<file path="src/rtl/types_pkg.sv">
// Shared rename/dispatch types and opcode constants for the dispatch stage.
package types_pkg;

    localparam int TP_PREG_W = 7;
    localparam int TP_ROB_W  = 5;

    localparam logic [6:0] OPC_LOAD  = 7'b0000011;
    localparam logic [6:0] OPC_STORE = 7'b0100011;

    typedef struct packed {
        logic [31:0]          pc;
        logic [6:0]           opcode;
        logic [TP_PREG_W-1:0] ps1;
        logic [TP_PREG_W-1:0] ps2;
        logic [TP_PREG_W-1:0] pd_new;
        logic [TP_PREG_W-1:0] pd_old;
    } rename_data;

    typedef struct packed {
        logic [31:0]          pc;
        logic [6:0]           opcode;
        logic [TP_PREG_W-1:0] ps1;
        logic                 pr1_ready;
        logic [TP_PREG_W-1:0] ps2;
        logic                 pr2_ready;
        logic [TP_PREG_W-1:0] pd_new;
        logic [TP_PREG_W-1:0] pd_old;
        logic [TP_ROB_W-1:0]  rob_index;
    } dispatch_pipeline_data;

    function automatic logic is_mem_op(input logic [6:0] opc);
        return (opc == OPC_LOAD) || (opc == OPC_STORE);
    endfunction

endpackage

</file>
<file path="src/rtl/dispatch_queue.sv">
// Per-class dispatch FIFO of renamed instructions; head is read combinationally
// so the arbiter can dispatch it in the same cycle it is selected.
module dispatch_queue
    import types_pkg::*;
#(
    parameter int QDEPTH = 2
) (
    input  logic                        clk,
    input  logic                        reset,
    input  logic                        i_push,
    input  logic                        i_pop,
    input  logic                        i_flush,
    input  rename_data                  i_data,
    output rename_data                  o_head,
    output logic [$clog2(QDEPTH+1)-1:0] o_count
);

    localparam int PTR_W = (QDEPTH > 1) ? $clog2(QDEPTH) : 1;
    localparam int CNT_W = $clog2(QDEPTH + 1);

    rename_data       r_mem [QDEPTH];
    logic [PTR_W-1:0] r_head;
    logic [PTR_W-1:0] r_tail;
    logic [CNT_W-1:0] r_count;
    logic             w_do_push;
    logic             w_do_pop;

    function automatic logic [PTR_W-1:0] ptr_inc(input logic [PTR_W-1:0] p);
        return (p == PTR_W'(QDEPTH - 1)) ? '0 : p + PTR_W'(1);
    endfunction

    assign w_do_push = i_push && !i_flush && (r_count != CNT_W'(QDEPTH));
    assign w_do_pop  = i_pop  && !i_flush && (r_count != '0);

    always_ff @(posedge clk) begin
        if (reset || i_flush) begin
            r_head  <= '0;
            r_tail  <= '0;
            r_count <= '0;
        end else begin
            if (w_do_push) r_tail <= ptr_inc(r_tail);
            if (w_do_pop)  r_head <= ptr_inc(r_head);
            // simultaneous push and pop leaves the occupancy unchanged
            if (w_do_push && !w_do_pop)      r_count <= r_count + CNT_W'(1);
            else if (w_do_pop && !w_do_push) r_count <= r_count - CNT_W'(1);
        end
    end

    // storage carries no reset so it maps onto plain memory
    always_ff @(posedge clk) begin
        if (w_do_push) r_mem[r_tail] <= i_data;
    end

    assign o_head  = r_mem[r_head];
    assign o_count = r_count;

endmodule

</file>
<file path="src/rtl/dispatch_arb.sv">
// Dispatch stage: per-class queues feeding RS/ROB through one grant per cycle.
// Define DISPATCH_RR_EN for round-robin arbitration; otherwise lowest class wins.
module dispatch_arb
    import types_pkg::*;
#(
    parameter int NUM_CLASS = 3,
    parameter int QDEPTH    = 2,
    parameter int NUM_CDB   = 3,
    parameter int PREG_W    = TP_PREG_W,
    parameter int ROB_W     = TP_ROB_W
) (
    input  logic                              clk,
    input  logic                              reset,
    input  logic                              valid_in,
    input  rename_data                        data_in,
    input  logic [NUM_CLASS-1:0]              fu_class_in,
    output logic                              ready_in,
    output logic [NUM_CLASS-1:0]              rs_valid_out,
    output dispatch_pipeline_data             rs_data_out,
    input  logic [NUM_CLASS-1:0]              rs_ready_in,
    output logic                              nr_valid_out,
    output logic [PREG_W-1:0]                 nr_reg_out,
    output logic [PREG_W-1:0]                 query_ps1,
    output logic [PREG_W-1:0]                 query_ps2,
    input  logic                              pr1_is_ready,
    input  logic                              pr2_is_ready,
    input  logic [NUM_CDB-1:0]                cdb_valid,
    input  logic [NUM_CDB-1:0][PREG_W-1:0]    cdb_tag,
    output logic                              rob_we_out,
    output logic [PREG_W-1:0]                 rob_pd_new_out,
    output logic [PREG_W-1:0]                 rob_pd_old_out,
    output logic [31:0]                       rob_pc_out,
    input  logic [ROB_W-1:0]                  rob_tag_in,
    input  logic                              rob_full_in,
    output logic                              lsq_alloc_valid_out,
    output logic [ROB_W-1:0]                  lsq_dispatch_rob_tag,
    input  logic                              mispredict
);

    localparam int CLS_W = (NUM_CLASS > 1) ? $clog2(NUM_CLASS) : 1;
    localparam int CNT_W = $clog2(QDEPTH + 1);

    rename_data             w_head  [NUM_CLASS];
    logic [CNT_W-1:0]       w_count [NUM_CLASS];
    logic [NUM_CLASS-1:0]   w_full;
    logic [NUM_CLASS-1:0]   w_push;
    logic [NUM_CLASS-1:0]   w_eligible;
    logic [NUM_CLASS-1:0]   w_grant_vec;
    logic                   w_grant;
    logic [CLS_W-1:0]       w_grant_idx;
    logic                   w_accept;
    rename_data             w_sel;
    logic                   w_pr1_ready;
    logic                   w_pr2_ready;

    // fullness is judged on the current count; a same-cycle pop does not help
    assign ready_in = !mispredict && ((fu_class_in & w_full) == '0);
    assign w_accept = valid_in && ready_in && (|fu_class_in);

    generate
        for (genvar gi = 0; gi < NUM_CLASS; gi++) begin : g_class
            assign w_full[gi]     = (w_count[gi] == CNT_W'(QDEPTH));
            assign w_push[gi]     = w_accept && fu_class_in[gi];
            assign w_eligible[gi] = (w_count[gi] != '0) && rs_ready_in[gi]
                                    && !rob_full_in && !mispredict;

            dispatch_queue #(.QDEPTH(QDEPTH)) u_queue (
                .clk     (clk),
                .reset   (reset),
                .i_push  (w_push[gi]),
                .i_pop   (w_grant_vec[gi]),
                .i_flush (mispredict),
                .i_data  (data_in),
                .o_head  (w_head[gi]),
                .o_count (w_count[gi])
            );
        end
    endgenerate

`ifdef DISPATCH_RR_EN
    logic [CLS_W-1:0] r_rr_ptr;

    always_ff @(posedge clk) begin
        if (reset) begin
            r_rr_ptr <= '0;
        end else if (w_grant) begin
            r_rr_ptr <= (w_grant_idx == CLS_W'(NUM_CLASS - 1)) ? '0 : w_grant_idx + CLS_W'(1);
        end
    end

    always_comb begin
        w_grant     = 1'b0;
        w_grant_idx = '0;
        for (int i = 0; i < NUM_CLASS; i++) begin
            int idx;
            idx = int'(r_rr_ptr) + i;
            if (idx >= NUM_CLASS) idx = idx - NUM_CLASS;
            if (!w_grant && w_eligible[idx]) begin
                w_grant     = 1'b1;
                w_grant_idx = CLS_W'(idx);
            end
        end
    end
`else
    always_comb begin
        w_grant     = 1'b0;
        w_grant_idx = '0;
        // scanning downward leaves the lowest eligible index as the winner
        for (int i = NUM_CLASS - 1; i >= 0; i--) begin
            if (w_eligible[i]) begin
                w_grant     = 1'b1;
                w_grant_idx = CLS_W'(i);
            end
        end
    end
`endif

    assign w_grant_vec = w_grant ? (NUM_CLASS'(1) << w_grant_idx) : '0;
    assign w_sel       = w_head[w_grant_idx];

    // a source is ready if it is x0, already written, or broadcast this cycle
    always_comb begin
        w_pr1_ready = (w_sel.ps1 == '0) || pr1_is_ready;
        w_pr2_ready = (w_sel.ps2 == '0) || pr2_is_ready;
        for (int i = 0; i < NUM_CDB; i++) begin
            if (cdb_valid[i] && (cdb_tag[i] == w_sel.ps1)) w_pr1_ready = 1'b1;
            if (cdb_valid[i] && (cdb_tag[i] == w_sel.ps2)) w_pr2_ready = 1'b1;
        end
    end

    always_comb begin
        rs_valid_out         = w_grant_vec;
        rs_data_out          = '0;
        rob_we_out           = 1'b0;
        rob_pd_new_out       = '0;
        rob_pd_old_out       = '0;
        rob_pc_out           = '0;
        query_ps1            = '0;
        query_ps2            = '0;
        lsq_alloc_valid_out  = 1'b0;
        lsq_dispatch_rob_tag = '0;
        if (w_grant) begin
            rs_data_out.pc        = w_sel.pc;
            rs_data_out.opcode    = w_sel.opcode;
            rs_data_out.ps1       = w_sel.ps1;
            rs_data_out.pr1_ready = w_pr1_ready;
            rs_data_out.ps2       = w_sel.ps2;
            rs_data_out.pr2_ready = w_pr2_ready;
            rs_data_out.pd_new    = w_sel.pd_new;
            rs_data_out.pd_old    = w_sel.pd_old;
            rs_data_out.rob_index = rob_tag_in;
            rob_we_out            = 1'b1;
            rob_pd_new_out        = w_sel.pd_new;
            rob_pd_old_out        = w_sel.pd_old;
            rob_pc_out            = w_sel.pc;
            query_ps1             = w_sel.ps1;
            query_ps2             = w_sel.ps2;
            if (is_mem_op(w_sel.opcode)) begin
                lsq_alloc_valid_out  = 1'b1;
                lsq_dispatch_rob_tag = rob_tag_in;
            end
        end
    end

    assign nr_valid_out = w_accept && (data_in.pd_new != '0);
    assign nr_reg_out   = nr_valid_out ? data_in.pd_new : '0;

endmodule

</file>
<file path="config.mk">
export PLATFORM = sky130hd
export DESIGN_NAME = dispatch_arb
export DESIGN_NICKNAME = d
export VERILOG_FILES = /design/src/rtl/types_pkg.sv /design/src/rtl/dispatch_queue.sv /design/src/rtl/dispatch_arb.sv
export SDC_FILE = /design/constraint.sdc
export NUM_CORES = 1
export LEC_CHECK = 0
export CAP_MARGIN = 15
export CORE_ASPECT_RATIO = 1.2
export CORE_MARGIN = 2
export CORE_UTILIZATION = 41
export CTS_CLUSTER_DIAMETER = 200
export CTS_CLUSTER_SIZE = 12
export DETAILED_ROUTE_END_ITERATION = 12
export GPL_TIMING_DRIVEN = 1
export PLACE_DENSITY = 0.64
export SKIP_CTS_REPAIR_TIMING = 1
export SLEW_MARGIN = 20
export SYNTH_ARGS = -nofsm -noshare
export SYNTH_HDL_FRONTEND = slang
export SYNTH_SLANG_ARGS = --single-unit
</file>
<file path="constraint.sdc">
create_clock -name clk -period 7.2 [get_ports clk]
set_clock_uncertainty 0.2 [all_clocks]
set_input_delay 1.44 -clock clk [delete_from_list [all_inputs] [get_ports clk]]
set_output_delay 1.44 -clock clk [all_outputs]
set_load 0.1 [all_outputs]
</file>
==> flow_summary.ini <==
[outcome]
status = complete, no violations

[logic_synthesis]
yosysTopAreaCell = sky130_fd_sc_hd__edfxtp_1
synth.top_cells.by_area = sky130_fd_sc_hd__edfxtp_1 68%, sky130_fd_sc_hd__mux2i_1 7.9%, sky130_fd_sc_hd__mux2_2 4.1%
synth_cell_type_count = 58
ys_seq_area_frac = 0.698
top_count_cell_post_synth = sky130_fd_sc_hd__edfxtp_1
synthXorXnorAreaFrac = 0.0143
synth.cell_area_um2 = 17700
yosysTopAreaCellShare = 0.681
synth_top_family_by_area = multiplexers
adder_cell_area_share_of_the_yosys_netlist = 0.00212
yosysWarnings = 0
postSynth.asyncResetShare = 0
postSynthAreaPerCell_um2 = 15.4
area_fraction_in_compound_gates_after_synthesis = 0.0663
commonest_register_cell_after_synthesis = sky130_fd_sc_hd__edfxtp_1
synth_top_cells_by_count = 402 x sky130_fd_sc_hd__edfxtp_1, 139 x sky130_fd_sc_hd__mux2i_1, 80 x sky130_fd_sc_hd__nand2_1, 65 x sky130_fd_sc_hd__mux2_2, 63 x sky130_fd_sc_hd__buf_4
synth-seq-cells = 417
synth.net_count = 1264
yosys-mux-area-fraction = 0.120
simple_gate_share_of_the_synthesized_area = 0.0560
synth_enable_flop_cells = 402
syn_inst = 1152

[global_routing]
grt_antenna_before_repair = 3
largest_net_degree_at_the_start_of_global_routing = 68
global_route_wire_length_before_repair_um = 67800
grtUsageTotal = 0.201
grt_pass1_vias = 10900
grt_overflow_total = 0

[critical_path]
timing.reg2reg.worst_path_depth = 7
worst-r2r-setup-slack_ps = 3490
startpoint_type_of_the_worst_setup_path = input port
worst_path_largest_cell_delay_ps = 650
path_class = in2out
cp_num_cells = 11
cp_top_family = simple AND/OR/NAND/NOR gates
critPathBufInv = 3
timing.critical_path.arrival_ps = 4970
reg_to_reg_end = g_class[2].u_queue.r_mem[1][35]
critPathSlowestCell = sky130_fd_sc_hd__or4_4
cp-end-kind = output pin
worst_ep_required_time_ps = 5560
path_cells = clkdlybuf4s50_1 -> or3b_4 -> or4_4 -> buf_4 -> a211oi_1 -> or3_1 -> o22ai_1 -> nor4_1 -> nand4_1 -> a31oi_1 -> buf_12
worst_r2r_startpoint = g_class[1].u_queue.o_count[0]
critical_path.max_fanout = 12

[sta]
finalWorstPathRequiredPeriod_ps = 6610
finalHoldViolations = 0
maxClockFrequency_mhz = 151
final.setup.worst_slack_ps = 594
finalSetupViolCount = 0
layout_worst_path_cycle_share = 0.918
drv_slew = 0
slew_headroom = 0.281
rsz0062_at_grt = no
worst-slew-pin-transition_ps = 1080

[drt]
routed_via_count_divided_by_cell_count = 5.56
detail_route.wl_per_cell_um = 24.0
drcViolationCount = 0
wirelength_um = 46500
num_vias = 10700
dr.pass1.iters = 9
antenna_left = 0
drt_iter0_drc = 868

[place]
dp_worst_setup_slack_ps = 619
post-dp-hpwl_um = 29100
port_buffers = 261
placedInstanceArea_um2 = 20500
place_inst = 1875
place_congestion = 0.883

[cells_and_area]
antenna_cells = 0
fin_nets = 1477
share_of_layout_cells_above_drive_strength_1 = 0.230
multi_input_comb_area_um2 = 4700
final_cells = 1933
layout.cell_area.non_filler_um2 = 21600
final-seq-area_um2 = 12400
syn_to_final_growth_pct = 21.7
nFillCells = 3583

[clock_network]
cts.reportedPaths.clkPinSlew_ps = 60
cts.sinks = 417
clock_tree.htree_level_count = 2
numCtsBuffers = 40
tritoncts = yes
cts-root-to-sink-buffers = 3
clock_insertion_delay_worst_skew_ps = 530
cts.root.buffer_cell = sky130_fd_sc_hd__clkbuf_16

[floorplan]
floorplan.initialDensity = 0.415
core_box_area_um2 = 42700
chipWidth_um = 194
rows = 83
fp.dieH_um = 232
die_ar_um2 = 44900
ios = 262

[power_and_ir_drop]
clockPowerShare = 0.378
p_comb_frac = 0.070
vdd_ir_drop_max_mv = 0.248
report.power.total_mw = 4.92
cellPowerDensity_nw_per_um2 = 228
p_sw_frac = 0.216
switchingPower_mw = 1.06
power.share.sequential = 0.552
p_int_mw = 3.86
p_leak_nw = 6.98

[hold_path]
hold_path_depth = 2
hold_path_startpoint = g_class[1].u_queue.r_head
worstHoldPathType = reg2reg
hold_end = g_class[1].u_queue.r_head

[flow_run]
maxCapViolCount = 0
power by group through the flow:
stage / Combinational [mW] / Clock [mW] / Sequential [mW]
floorplan: 0.190 / 0 / 2.77
global placement: 0.344 / 0 / 2.76
detailed placement: 0.346 / 0 / 2.77
CTS: 0.347 / 1.90 / 2.71
global route: 0.365 / 1.99 / 2.72
finish: 0.345 / 1.86 / 2.71
worst register-to-register path: cells and delay by family (launching register included):
family          cells  cell delay [ps]
compound gates      3              820
simple gates        3             1340
buf+inv             1              540
flops               1              450
cell type report:
| class | count | area share |
|---|---|---|
| repair buffers | 293 | 0.122 |
| well taps | 552 | 0.0320 |
| multi-input cells | 599 | 0.218 |
| clock buffers | 55 | 0.0500 |
| inverters | 14 | 0.00244 |
| clock inverters | 3 | 0.00104 |
| flip-flops and latches | 417 | 0.574 |
worst max path at each step:
stage | startpoint | end | slack, ps
6_report | mispredict | rs_data_out[27] | 590
5_1_grt | rs_ready_in[2] | rs_data_out[27] | 420
4_1_cts | mispredict | rs_data_out[27] | 620
3_5_place_dp | mispredict | rs_data_out[27] | 620
3_3_place_gp | mispredict | rs_data_out[19] | 630
2_1_floorplan | rob_full_in | lsq_dispatch_rob_tag[0] | -870
layout by cell type (no fill, tap or decap), types with 5 or more instances in the layout:
master	netlist	layout
sky130_fd_sc_hd__xor2_1	14	14
sky130_fd_sc_hd__and2_1	13	8
sky130_fd_sc_hd__clkdlybuf4s50_1	0	118
sky130_fd_sc_hd__o22ai_1	16	16
sky130_fd_sc_hd__nor2_1	60	52
sky130_fd_sc_hd__clkbuf_1	32	14
sky130_fd_sc_hd__clkbuf_16	0	41
sky130_fd_sc_hd__xnor2_1	15	15
sky130_fd_sc_hd__nor2_4	0	9
sky130_fd_sc_hd__mux2_2	65	65
sky130_fd_sc_hd__buf_12	0	11
sky130_fd_sc_hd__mux2i_1	139	139
sky130_fd_sc_hd__nand3_1	11	11
sky130_fd_sc_hd__a222oi_1	49	49
sky130_fd_sc_hd__a22oi_1	12	12
sky130_fd_sc_hd__dfxtp_1	15	12
sky130_fd_sc_hd__nor2b_1	7	7
sky130_fd_sc_hd__edfxtp_1	402	402
sky130_fd_sc_hd__inv_1	13	12
sky130_fd_sc_hd__buf_4	63	164
sky130_fd_sc_hd__or2_2	8	7
sky130_fd_sc_hd__nand2_1	80	80
sky130_fd_sc_hd__o21ai_0	21	20
sky130_fd_sc_hd__nand4_1	10	10
sky130_fd_sc_hd__a21oi_1	12	12
sky130_fd_sc_hd__and2_4	0	5
per-stage QoR:
step | util | hold slack (ps) | TNS (ps)
finish | 0.505 | 320 | 0
global route | 0.505 | 352 | 0
CTS | 0.505 | 326 | 0
detailed placement | 0.479 | 304 | 0
global placement | 0.479 | 290 | 0
floorplan | - | 281 | -5940
kinds of logic (layout without fill, tap and decap cells):
family | count (synthesis) | after routing
compound gates | 148 | 148
xor+xnor | 29 | 29
fa+ha+maj | 3 | 3
buf+inv | 136 | 365
flops | 417 | 417
mux | 204 | 204
simple gates | 215 | 215
sequential cells by signal, indices dropped and copies added, names as in the netlist, named ones only:
register	flops
g_class.u_queue.r_tail	3
g_class.u_queue.r_mem	402
g_class.u_queue.o_count	6
g_class.u_queue.r_head	3
per-layer routing:
layer	vias to the layer above	global-route usage	part of all wire
met4	4	0.0642	0.029
met3	88	0.0389	0.068
li1	4847	-	-
met2	456	0.346	0.49
met1	5350	0.257	0.42
met5	-	0	0.00056
Note: power is estimated with default switching activity, not from simulation.
